$ cat config.mk
export PLATFORM = sky130hd
export DESIGN_NAME = fetch_if_id
export DESIGN_NICKNAME = d
export VERILOG_FILES = /design/src/rtl/fetch_if_id.sv
export SDC_FILE = /design/constraint.sdc
export NUM_CORES = 1
export LEC_CHECK = 0
export CAP_MARGIN = 20
export CORE_ASPECT_RATIO = 0.6
export CORE_MARGIN = 2
export CORE_UTILIZATION = 30
export CTS_CLUSTER_SIZE = 24
export DETAILED_ROUTE_END_ITERATION = 10
export SKIP_LAST_GASP = 1
export SLEW_MARGIN = 25
export SYNTH_ARGS = -nofsm -noshare
export SYNTH_HDL_FRONTEND = slang
export SYNTH_SLANG_ARGS = --single-unit
$ cat constraint.sdc
create_clock -name clk -period 2.2 [get_ports clk]
set_input_delay 0.44 -clock clk [delete_from_list [all_inputs] [get_ports clk]]
set_output_delay 0.44 -clock clk [all_outputs]
set_load 0.01 [all_outputs]
$ cat src/rtl/fetch_if_id.sv
// fetch_if_id: instruction-fetch stage plus IF/ID pipeline register.
// Owns the PC, fetches over a req/ack handshake from a variable-latency
// instruction memory, and presents {instru, nextPc, valid} to decode.
// Supports hazard stall and branch/jump flush (flush > stall > normal).
//
// Ports:
//   clk, rst_n           clock / async active-low reset
//   stall                hold IF/ID outputs and PC this cycle
//   flush, redirect_pc   squash IF/ID and redirect fetch (target word-aligned)
//   imem_req, imem_addr  fetch request / address (= pc)
//   imem_ack, imem_rdata memory response (may arrive in the request cycle)
//   instru, nextPc, valid IF/ID register contents (valid=0 is a bubble)
//
// state | meaning
// FETCH | request outstanding at pc, waiting for ack
// HOLD  | fetched word buffered while stalled, no request
// DROP  | stale request outstanding after flush; its word will be discarded
module fetch_if_id #(
  parameter logic [31:0] RESET_PC  = 32'h0000_0000,
  parameter logic [31:0] NOP_INSTR = 32'h0000_0000
) (
  input  logic        clk,
  input  logic        rst_n,
  input  logic        stall,
  input  logic        flush,
  input  logic [31:0] redirect_pc,
  output logic        imem_req,
  output logic [31:0] imem_addr,
  input  logic        imem_ack,
  input  logic [31:0] imem_rdata,
  output logic [31:0] instru,
  output logic [31:0] nextPc,
  output logic        valid
);

  typedef enum logic [1:0] {FETCH, HOLD, DROP} state_t;

  state_t      state_q, state_d;
  logic [31:0] pc_q, pc_d;
  logic [31:0] pend_q, pend_d;
  logic [31:0] buf_instr_q, buf_instr_d;
  logic [31:0] buf_next_q, buf_next_d;
  logic [31:0] instru_d, next_pc_d;
  logic        valid_d;
  logic [31:0] pc_inc;
  logic [31:0] redir;

  assign pc_inc = pc_q + 32'd4;
  assign redir  = {redirect_pc[31:2], 2'b00};

  // req is gated by rst_n so nothing is requested while reset is held.
  assign imem_req  = rst_n & (state_q != HOLD);
  assign imem_addr = pc_q;

  always_ff @(posedge clk or negedge rst_n) begin
    if (!rst_n) begin
      state_q     <= FETCH;
      pc_q        <= RESET_PC;
      pend_q      <= 32'd0;
      buf_instr_q <= 32'd0;
      buf_next_q  <= 32'd0;
      instru      <= NOP_INSTR;
      nextPc      <= 32'd0;
      valid       <= 1'b0;
    end else begin
      state_q     <= state_d;
      pc_q        <= pc_d;
      pend_q      <= pend_d;
      buf_instr_q <= buf_instr_d;
      buf_next_q  <= buf_next_d;
      instru      <= instru_d;
      nextPc      <= next_pc_d;
      valid       <= valid_d;
    end
  end

  always_comb begin
    state_d     = state_q;
    pc_d        = pc_q;
    pend_d      = pend_q;
    buf_instr_d = buf_instr_q;
    buf_next_d  = buf_next_q;
    instru_d    = instru;
    next_pc_d   = nextPc;
    valid_d     = valid;

    case (state_q)
      FETCH: begin
        if (imem_ack) begin
          if (flush) begin
            instru_d = NOP_INSTR;
            valid_d  = 1'b0;
            pc_d     = redir;
          end else if (stall) begin
            // Park the word so it is not lost while decode is frozen.
            buf_instr_d = imem_rdata;
            buf_next_d  = pc_inc;
            state_d     = HOLD;
          end else begin
            instru_d  = imem_rdata;
            next_pc_d = pc_inc;
            valid_d   = 1'b1;
            pc_d      = pc_inc;
          end
        end else begin
          if (flush) begin
            // Request cannot be withdrawn; remember target until it returns.
            instru_d = NOP_INSTR;
            valid_d  = 1'b0;
            pend_d   = redir;
            state_d  = DROP;
          end else if (!stall) begin
            instru_d = NOP_INSTR;
            valid_d  = 1'b0;
          end
        end
      end

      HOLD: begin
        if (flush) begin
          instru_d    = NOP_INSTR;
          valid_d     = 1'b0;
          buf_instr_d = 32'd0;
          buf_next_d  = 32'd0;
          pc_d        = redir;
          state_d     = FETCH;
        end else if (!stall) begin
          instru_d  = buf_instr_q;
          next_pc_d = buf_next_q;
          valid_d   = 1'b1;
          pc_d      = pc_inc;
          state_d   = FETCH;
        end
      end

      DROP: begin
        if (flush) begin
          instru_d = NOP_INSTR;
          valid_d  = 1'b0;
          pend_d   = redir;
        end else if (!stall) begin
          instru_d = NOP_INSTR;
          valid_d  = 1'b0;
        end
        if (imem_ack) begin
          pc_d    = flush ? redir : pend_q;
          state_d = FETCH;
        end
      end

      default: state_d = FETCH;
    endcase
  end

endmodule

Yosys cells after proc, flatten, opt, wreduce, memory -nomap -nowiden
Cells that the tools add are included.
{ "word_totals": {"register_bits": 195, "latch_bits": 0, "ramBits": 0, "mem_bits_ro": 0, "in_bits": 69, "output_inout_bits": 98, "word_cells": 82, "memories": 0} }
{ "classes": {"addsub": 1, "n_mul": 0, "div_mod_pow": 0, "order_cmp": 0, "eq_ne": 17, "shifts": 0, "muxes": 45, "bitwise_logic": 1, "n_reduce_logical": 10} }
{ "ops": {"columns": ["operator", "count"], "rows": [
  ["two-way mux 32 bit", 25],
  ["one-hot mux 32 bit (2 select lines)", 4],
  ["one-hot mux 32 bit (3 select lines)", 2],
  ["adder 32 x 3 -> 32 bit (second input constant)", 1],
  ["inequality test 2 bit (second input constant)", 9],
  ["two-way mux 2 bit", 7],
  ["inequality test 3 bit (second input constant)", 4],
  ["AND reduction 5 bit", 2],
  ["one-hot mux 2 bit (3 select lines)", 1],
  ["AND reduction 3 bit", 2],
  ["AND reduction 6 bit", 1],
  ["two-way mux 1 bit", 5],
  ["inequality test 4 bit (second input constant)", 1],
  ["nonzero test 2 bit", 2],
  ["one-hot mux 1 bit (3 select lines)", 1],
  ["nonzero test 3 bit", 1],
  ["== test 2 x 1 -> 1 bit (second input constant)", 1],
  ["== test 2 bit (second input constant)", 1],
  ["zero test 2 bit", 1],
  ["inequality test 2 x 1 -> 1 bit (second input constant)", 1],
  ["AND reduction 2 bit", 1],
  ["bitwise AND 1 bit", 1]
]} }

Logic depth before layout (Yosys ltp)
Gate-level depths: netlist of run 1.
{ "logic_depth": {"word_depth": 5, "mapped_depth": 9, "ltp_nobuf": 7} }

Least setup slack after synthesis of run 1
No wires, ideal clock.
{ "synth_timing": {"kind": "reg-to-reg", "startpoint": "register pc_q[18], in the netlist imem_addr[18]", "endpoint": "register nextPc[27]", "setup_ps": 131, "t_arrival_ps": 1864, "t_required_ps": 2069, "setup_slack_ps": 204, "stages_incl_launch_ff": 7, "path_buffers": 1, "synth_period_minus_slack_ps": 1996, "cell_sequence": "dfrtp_1 > buf_2 > nand4_4 > nor4_4 > nand4_2 > and4_1 > or3_1"} }
{ "synth_between": {"elab_chain_len": 5} }
{ "synth_rtl": {"columns": ["element", "line_no", "source"], "rows": [
  ["start, declared", "39", "logic [31:0] pc_q, pc_d;"],
  ["start signal, assigned", "67", "pc_q <= pc_d;"],
  ["adder 32 x 3 -> 32 bit", "48", "assign pc_inc = pc_q + 32'd4;"],
  ["two-way mux 32 bit", "94", "end else if (stall) begin"],
  ["two-way mux 32 bit", "90", "if (flush) begin"],
  ["two-way mux 32 bit", "89", "if (imem_ack) begin"],
  ["one-hot mux 32 bit (2 select lines)", "87", "case (state_q)"],
  ["end signal, assigned", "72", "nextPc <= next_pc_d;"],
  ["end, declared", "32", "output logic [31:0] nextPc,"]
]} }
Every way passes these cells. The select of a mux whose other input is x is not followed.
A chain may end at the register's enable or synchronous reset.

Worst setup path after layout of run 1
{ "layout_timing": {"startpoint": "register state_q[0]", "endpoint": "register pc_q[9], in the netlist imem_addr[9]"} }
{ "layout_between": {"elab_chain_len": 3, "elab_cells_between_ends": 8, "cone_classes": "eq/ne: 4; mux: 1; reduce/logical: 3"} }
{ "layout_rtl": {"columns": ["element", "line_no", "source"], "rows": [
  ["start, declared", "38", "state_t state_q, state_d;"],
  ["start signal, assigned", "66", "state_q <= state_d;"],
  ["== test 2 bit, or another cell as far along", "87", null],
  ["inequality test 2 bit (no line) / nonzero test 3 bit (equally long branches)", null, null],
  ["AND reduction 3 bit (no line)", null, null]
]} }
Several ways; a longest one is shown, not always the timed one.

==> results.toml, run 1 <==
[pwr]
p_sw_frac = 0.378
seqPwrFrac = 0.365
power.total_mw = 16.7
p_per_area_nw_per_um2 = 1310
power_switching_mw = 6.33
peakVddDrop_mv = 0.673
clock_power_share = 0.192
internal_power_mw = 10.4
p_comb_frac = 0.443
power_leakage_nw = 5.42

[detailed_routing]
wl_um = 30400
antenna_left = 0
vias = 8201
drt-pass1-iter-count = 6
drc = 0
viasPerCell = 5.19
first_iter_violations = 681
wl_per_cell_um = 19.2

[logic_synthesis]
yosys-mux-area-fraction = 0.0539
yosys.area_share.adder = 0.00669
postSynthNetCount = 1014
synth_seq_area_share = 0.522
yosys.area_share.simple = 0.145
syn_area_um2 = 9350
syn-instance-count = 940
synth_compound_area_frac = 0.215
async_flop_share = 1.00
synth-edff-count = 0
synthFlopType = "dfrtp_1"
synth_xor_area_frac = 0.0187
synth_top_family_by_area = "compound AO/OA/AOI/OAI gates"
ys_seq_elements = 195
post_synth_num_cell_types = 57
synth_area_leaders = "dfrtp_1, o21ai_0, nand2_1"
synth_top_cell_area_share = 0.522
synth_area_per_cell_um2 = 9.94
yosysTopAreaCell = "dfrtp_1"
ys_warn_count = 0

[layout]
fillCellCount = 3049
fin_cells = 1579
drive_gt1_frac = 0.167
design_area_um2 = 12800
diodes = 0
multiInputGateArea_um2 = 4190
regArea_um2 = 4880
area_delta_synth_final_pct = 36.7
nets = 1225

[sta]
setup_viol = 0
worstMarginPinSlew_ns = 0.908
fin_crit_sh = 0.976
fin_crit_ns = 2.15
holdWs_ns = 0.470
setup_slack_ns = 0.0520
fin_worst_skew_ns = 0.0135
slew_headroom = 0.395
final-max-slew-violation-count = 0
hold_violations = 0
fmax_mhz = 466

[global_route]
grt_use_total = 0.188
first_global_vias = 7522
grt_pass1_wl_um = 46700
antenna_found_initial = 0
grt_start_max_net_pins = 71
overflow = 0

[floorplan]
core_um2 = 30900
start_util = 0.302
die_w_um = 232
io_pins = 167
chipHeight_um = 141
num_rows = 50
dieArea_um2 = 32600

[run]
maxCapViolCount = 0

[clock_tree]
clkSlewWorstSetupHoldPaths_ns = 0.08
ctsHtreeMaxLevel = 4
clk_latency_ns = 0.45
cts_buffer_depth = 2
clock_sinks = 195
cts_tree = "built"
cts-root-buf = "clkbuf_16"
cts_made_buffers = 17

[critical_path]
rrSetupSlack_ns = 0.05
crit_fanout = 16
crit_required_ns = 2.59
crit_type = "register to register"
r2r_cells = 8
rr_startpoint = "state_q[0]"
start_kind = "register"
worst_setup_path_end_kind = "register"
crit_start = "state_q[0]"
cp.arrival_ns = 2.53

[worst_hold_path]
hold_class = "register to register"
hold_path_depth = 2
hp-start = "buf_next_q[26]"

[placement]
dp.cells = 1546
dp_hpwl_um = 22700
numPortBuffers = 164
place_ws_ns = -0.0438
place_area_um2 = 12100
place_congestion = 0.898

[run_status]
status = "completed"
## cells in the mapped netlist (5+ instances only)
master / number
xor2_1: 10
nand2b_1: 8
nor2_1: 39
a21oi_1: 32
xnor2_1: 10
o21ai_1: 14
ha_1: 5
or3_1: 7
inv_1: 21
o22ai_1: 8
o21ai_0: 99
o211ai_1: 6
nand3_1: 25
mux2_2: 35
dfrtp_1: 195
buf_2: 7
nor4_1: 11
nand4_1: 9
a31oi_1: 9
nand2_1: 126
nor3_1: 19
a2bb2oi_1: 6
mux2i_1: 11
buf_1: 6
clkbuf_1: 57
o31a_1: 11
and3_1: 6
a22o_1: 48
a22oi_1: 38
## placed cells by master (no fill, tap or decap), types with 5 or more instances in the layout
cell type | Yosys | final
dfrtp_1 | 195 | 193
clkdlybuf4s50_1 | 0 | 161
nand2_1 | 126 | 126
o21ai_0 | 99 | 99
buf_4 | 0 | 89
a22o_1 | 48 | 48
a22oi_1 | 38 | 38
nor2_1 | 39 | 36
mux2_2 | 35 | 35
a21oi_1 | 32 | 32
nand3_1 | 25 | 24
inv_1 | 21 | 21
nor3_1 | 19 | 17
clkbuf_16 | 0 | 17
o21ai_1 | 14 | 14
o31a_1 | 11 | 11
mux2i_1 | 11 | 10
nor4_1 | 11 | 10
xor2_1 | 10 | 10
nand4_1 | 9 | 9
xnor2_1 | 10 | 9
buf_12 | 0 | 9
nand2b_1 | 8 | 8
a31oi_1 | 9 | 8
o22ai_1 | 8 | 8
or3_1 | 7 | 7
and3_1 | 6 | 6
o211ai_1 | 6 | 6
a2bb2oi_1 | 6 | 6
clkinv_4 | 0 | 5
## critical path, stage by stage (launching register included)
cell and delay (ns):
dfrtp_1 0.42, inv_1 0.11, ha_1 0.22, buf_4 0.17
buf_4 0.21, nor4_1 0.30, a21oi_1 0.06, o21ai_0 0.40
a22o_1 0.20
## layer usage
metal | GRT usage | share of wire
met1 | 0.313 | 0.53
met4 | 0.0348 | 0.010
met2 | 0.230 | 0.38
met5 | 0 | 0
met3 | 0.0568 | 0.078
## power by group through the flow
stage / sequential [mW] / combinational [mW] / clock, mW
6_report: 6.11 / 7.41 / 3.21
5_1_grt: 6.31 / 8.00 / 3.45
4_1_cts: 6.10 / 7.34 / 3.33
3_5_place_dp: 6.16 / 7.29 / 0
3_3_place_gp: 6.10 / 7.22 / 0
2_1_floorplan: 6.34 / 3.24 / 0
## worst paths after layout
kind	endpoint
setup / recovery	imem_addr[9]
hold / removal	buf_next_q[26]
setup reg to reg	imem_addr[9]
hold reg to reg	buf_next_q[26]
max in group asynchronous	instru[0]
min in group asynchronous	state_q[1]
## kinds of logic after synthesis
group                    after synthesis
AND/OR/NAND/NOR                      278
buffers and inverters                 92
adder cells (fa/ha/maj)                5
flip-flops                           195
multiplexers                          46
XOR/XNOR                              20
AO/OA/AOI/OAI                        304
## flip-flops by register name (all words and copies together), names as in the netlist
signal and count:
instru 32, valid 1, imem_addr 32, state_q 2, pend_q 32, buf_next_q 32
nextPc 32, buf_instr_q 32
## repair_timing
| action | 4_1_cts | 5_1_grt |
|---|---|---|
| endpoints found under the setup margin | 2 | 34 |
| setup buffers | 0 | 1 |
| pin swaps | 1 | 1 |
| endpoints found under the hold margin | 16 | 0 |
| gates resized for setup | 6 | 7 |
| hold buffers | 1 | 0 |
## through the flow
step           TNS (ns)  utilization
6_report              0        0.413
5_1_grt        -0.00718        0.413
4_1_cts               0        0.412
3_5_place_dp     -0.116        0.392
3_3_place_gp    -0.0182        0.392
2_1_floorplan         0            -
## final cells by class
class,count,area share
multi-input cells,653,0.328
clock buffers,17,0.0333
flip-flops and latches,195,0.382
clock inverters,14,0.0138
inverters,21,0.00617
repair buffers,263,0.196
well taps,416,0.0407
Note: power is estimated with default switching activity, not from simulation.
==> run 2, diff against run 1 <==
CELL_PAD_IN_SITES_DETAIL_PLACEMENT = 2   (was unset)
CELL_PAD_IN_SITES_GLOBAL_PLACEMENT = 2   (was unset)
PLACE_DENSITY_LB_ADDON = 0.1   (was unset)
==> run 2 against run 1 <==
- hold slack worse by 0.12 ns
- critical path depth down 2
- non-clock buffer count rose by 12
- sequential power about the same
- die area unchanged
- global-route usage is 3.8 points higher
- final cell count increased by 0.82%
- routed wire length up 19%
==> results.toml, run 2 (synthesis gave the netlist of run 1 again) <==
[run_status]
status = "completed"

[detailed_routing]
wl_um = 36100
vias = 8407
viasPerCell = 5.28
wl_per_cell_um = 22.7
drc = 0
antenna_left = 0
first_iter_violations = 623
drt-pass1-iter-count = 5

[sta]
worstMarginPinSlew_ns = 0.750
fin_crit_ns = 2.20
rsz0062_at_grt = "yes"
setup_viol = 0
fin_worst_skew_ns = 0.0195
hold_violations = 0
tns_ns = 0
fmax_mhz = 455
fin_crit_sh = 0.998
setup_slack_ns = 0.00455
final-max-slew-violation-count = 0
slew_headroom = 0.496

[layout]
drive_gt1_frac = 0.175
design_area_um2 = 12900
final_common_cell = "dfrtp_1"
layout_common_cells = "dfrtp_1, clkdlybuf4s50_1, nand2_1, o21ai_0, buf_4"
nets = 1237
fin_cells = 1592
area_delta_synth_final_pct = 38.5
diodes = 0

[global_route]
grt_use_total = 0.226
grt_pass1_wl_um = 55700
antenna_found_initial = 0
overflow = 0
grt_start_max_net_pins = 107
first_global_vias = 8811

[floorplan]
dieArea_um2 = 32600
chipHeight_um = 141
start_util = 0.302
die_w_um = 232
io_pins = 167
core_um2 = 30900
num_rows = 50

[critical_path]
slowest_delay_ns = 0.50
crit_fanout = 7
crit_buf_inv = 1
crit_slowest_cell = "or3_1"
crit_chain = "nand2_1 > or3_1 > o31a_1 > o31ai_1 > buf_4 > o21ai_1"
crit_family = "compound AO/OA/AOI/OAI gates"
start_kind = "register"
cp.arrival_ns = 2.54
worst_setup_path_end_kind = "register"
crit_type = "register to register"
crit_required_ns = 2.55

[placement]
dp.cells = 1558
dp_hpwl_um = 25800
place_ws_ns = -0.0147
place_congestion = 0.848
place_area_um2 = 12200
numPortBuffers = 164

[clock_tree]
cts_buffer_depth = 2
cts_made_buffers = 17
cts_tree = "built"
clkSlewWorstSetupHoldPaths_ns = 0.08
ctsHtreeMaxLevel = 4
cts-root-buf = "clkbuf_16"
clock_sinks = 195
clk_latency_ns = 0.47

[pwr]
peakVddDrop_mv = 0.556
p_per_area_nw_per_um2 = 1340
power.total_mw = 17.3
power_leakage_nw = 5.51

[run]
maxCapViolCount = 0

[worst_hold_path]
hold_class = "primary input to asynchronous set/reset pin"
[run 2: cell count changes in the layout (fill, tap and decap cells not counted), moves of 2 or more]
cell / before / now
buf_4: 89 / 95
clkinv_2: 1 / 3
clkinvlp_4: 0 / 3
clkinv_4: 5 / 1
buf_12: 9 / 13
clkinv_8: 2 / 0
[run 2: what timing repair did]
action | 4_1_cts | 5_1_grt
pin swaps | 0 | 1
setup buffers | 0 | 0
endpoints found under the hold margin | 1 | 0
cloned | 0 | 1
hold buffers | 1 | 0
resized for setup | 4 | 9
setup endpoints to repair | 3 | 95
[run 2: final timing paths]
check / cells after the start / to / slack, ns / from
worst max-delay path: 6 / nextPc[26] / 0.005 / imem_addr[14]
worst max register to register: 6 / nextPc[26] / 0.005 / imem_addr[14]
worst min register to register: 2 / buf_next_q[26] / 0.48 / buf_next_q[26]
max in group asynchronous: 3 / imem_addr[3] / 1.00 / rst_n
min in group clk: 2 / buf_next_q[26] / 0.48 / buf_next_q[26]
worst min-delay path: 2 / instru[0] / 0.35 / rst_n
[run 2: layer usage]
metal  share of wire  up-vias  GRT usage
li1                -     3864          -
met1            0.53     4340      0.364
met2            0.41      185      0.309
met3           0.044       18     0.0370
met4          0.0096        0     0.0536
met5               0        -          0
[run 2: metrics by stage]
step / utilization / hold slack, ns
floorplan: - / 0.144
global placement: 0.396 / 0.258
detailed placement: 0.396 / 0.258
CTS: 0.417 / 0.315
global route: 0.419 / 0.315
finish: 0.419 / 0.345
[run 2: report_power, final]
| part | switching [mW] | internal, mW | total [mW] |
|---|---|---|---|
| clock | 1.56 | 1.83 | 3.40 |
| combinational | 4.07 | 3.71 | 7.78 |
| sequential | 1.02 | 5.09 | 6.12 |
| total | 6.66 | 10.6 | 17.3 |
[run 2: area by class of cell]
type,count,area (um2)
Timing Repair Buffer,275,2660
Inverter,21,78.8
Sequential cell,195,4880
Multi-Input combinational cell,653,4190
Clock buffer,18,439
Fill cell,3291,18000
Clock inverter,14,174
Tap cell,416,520
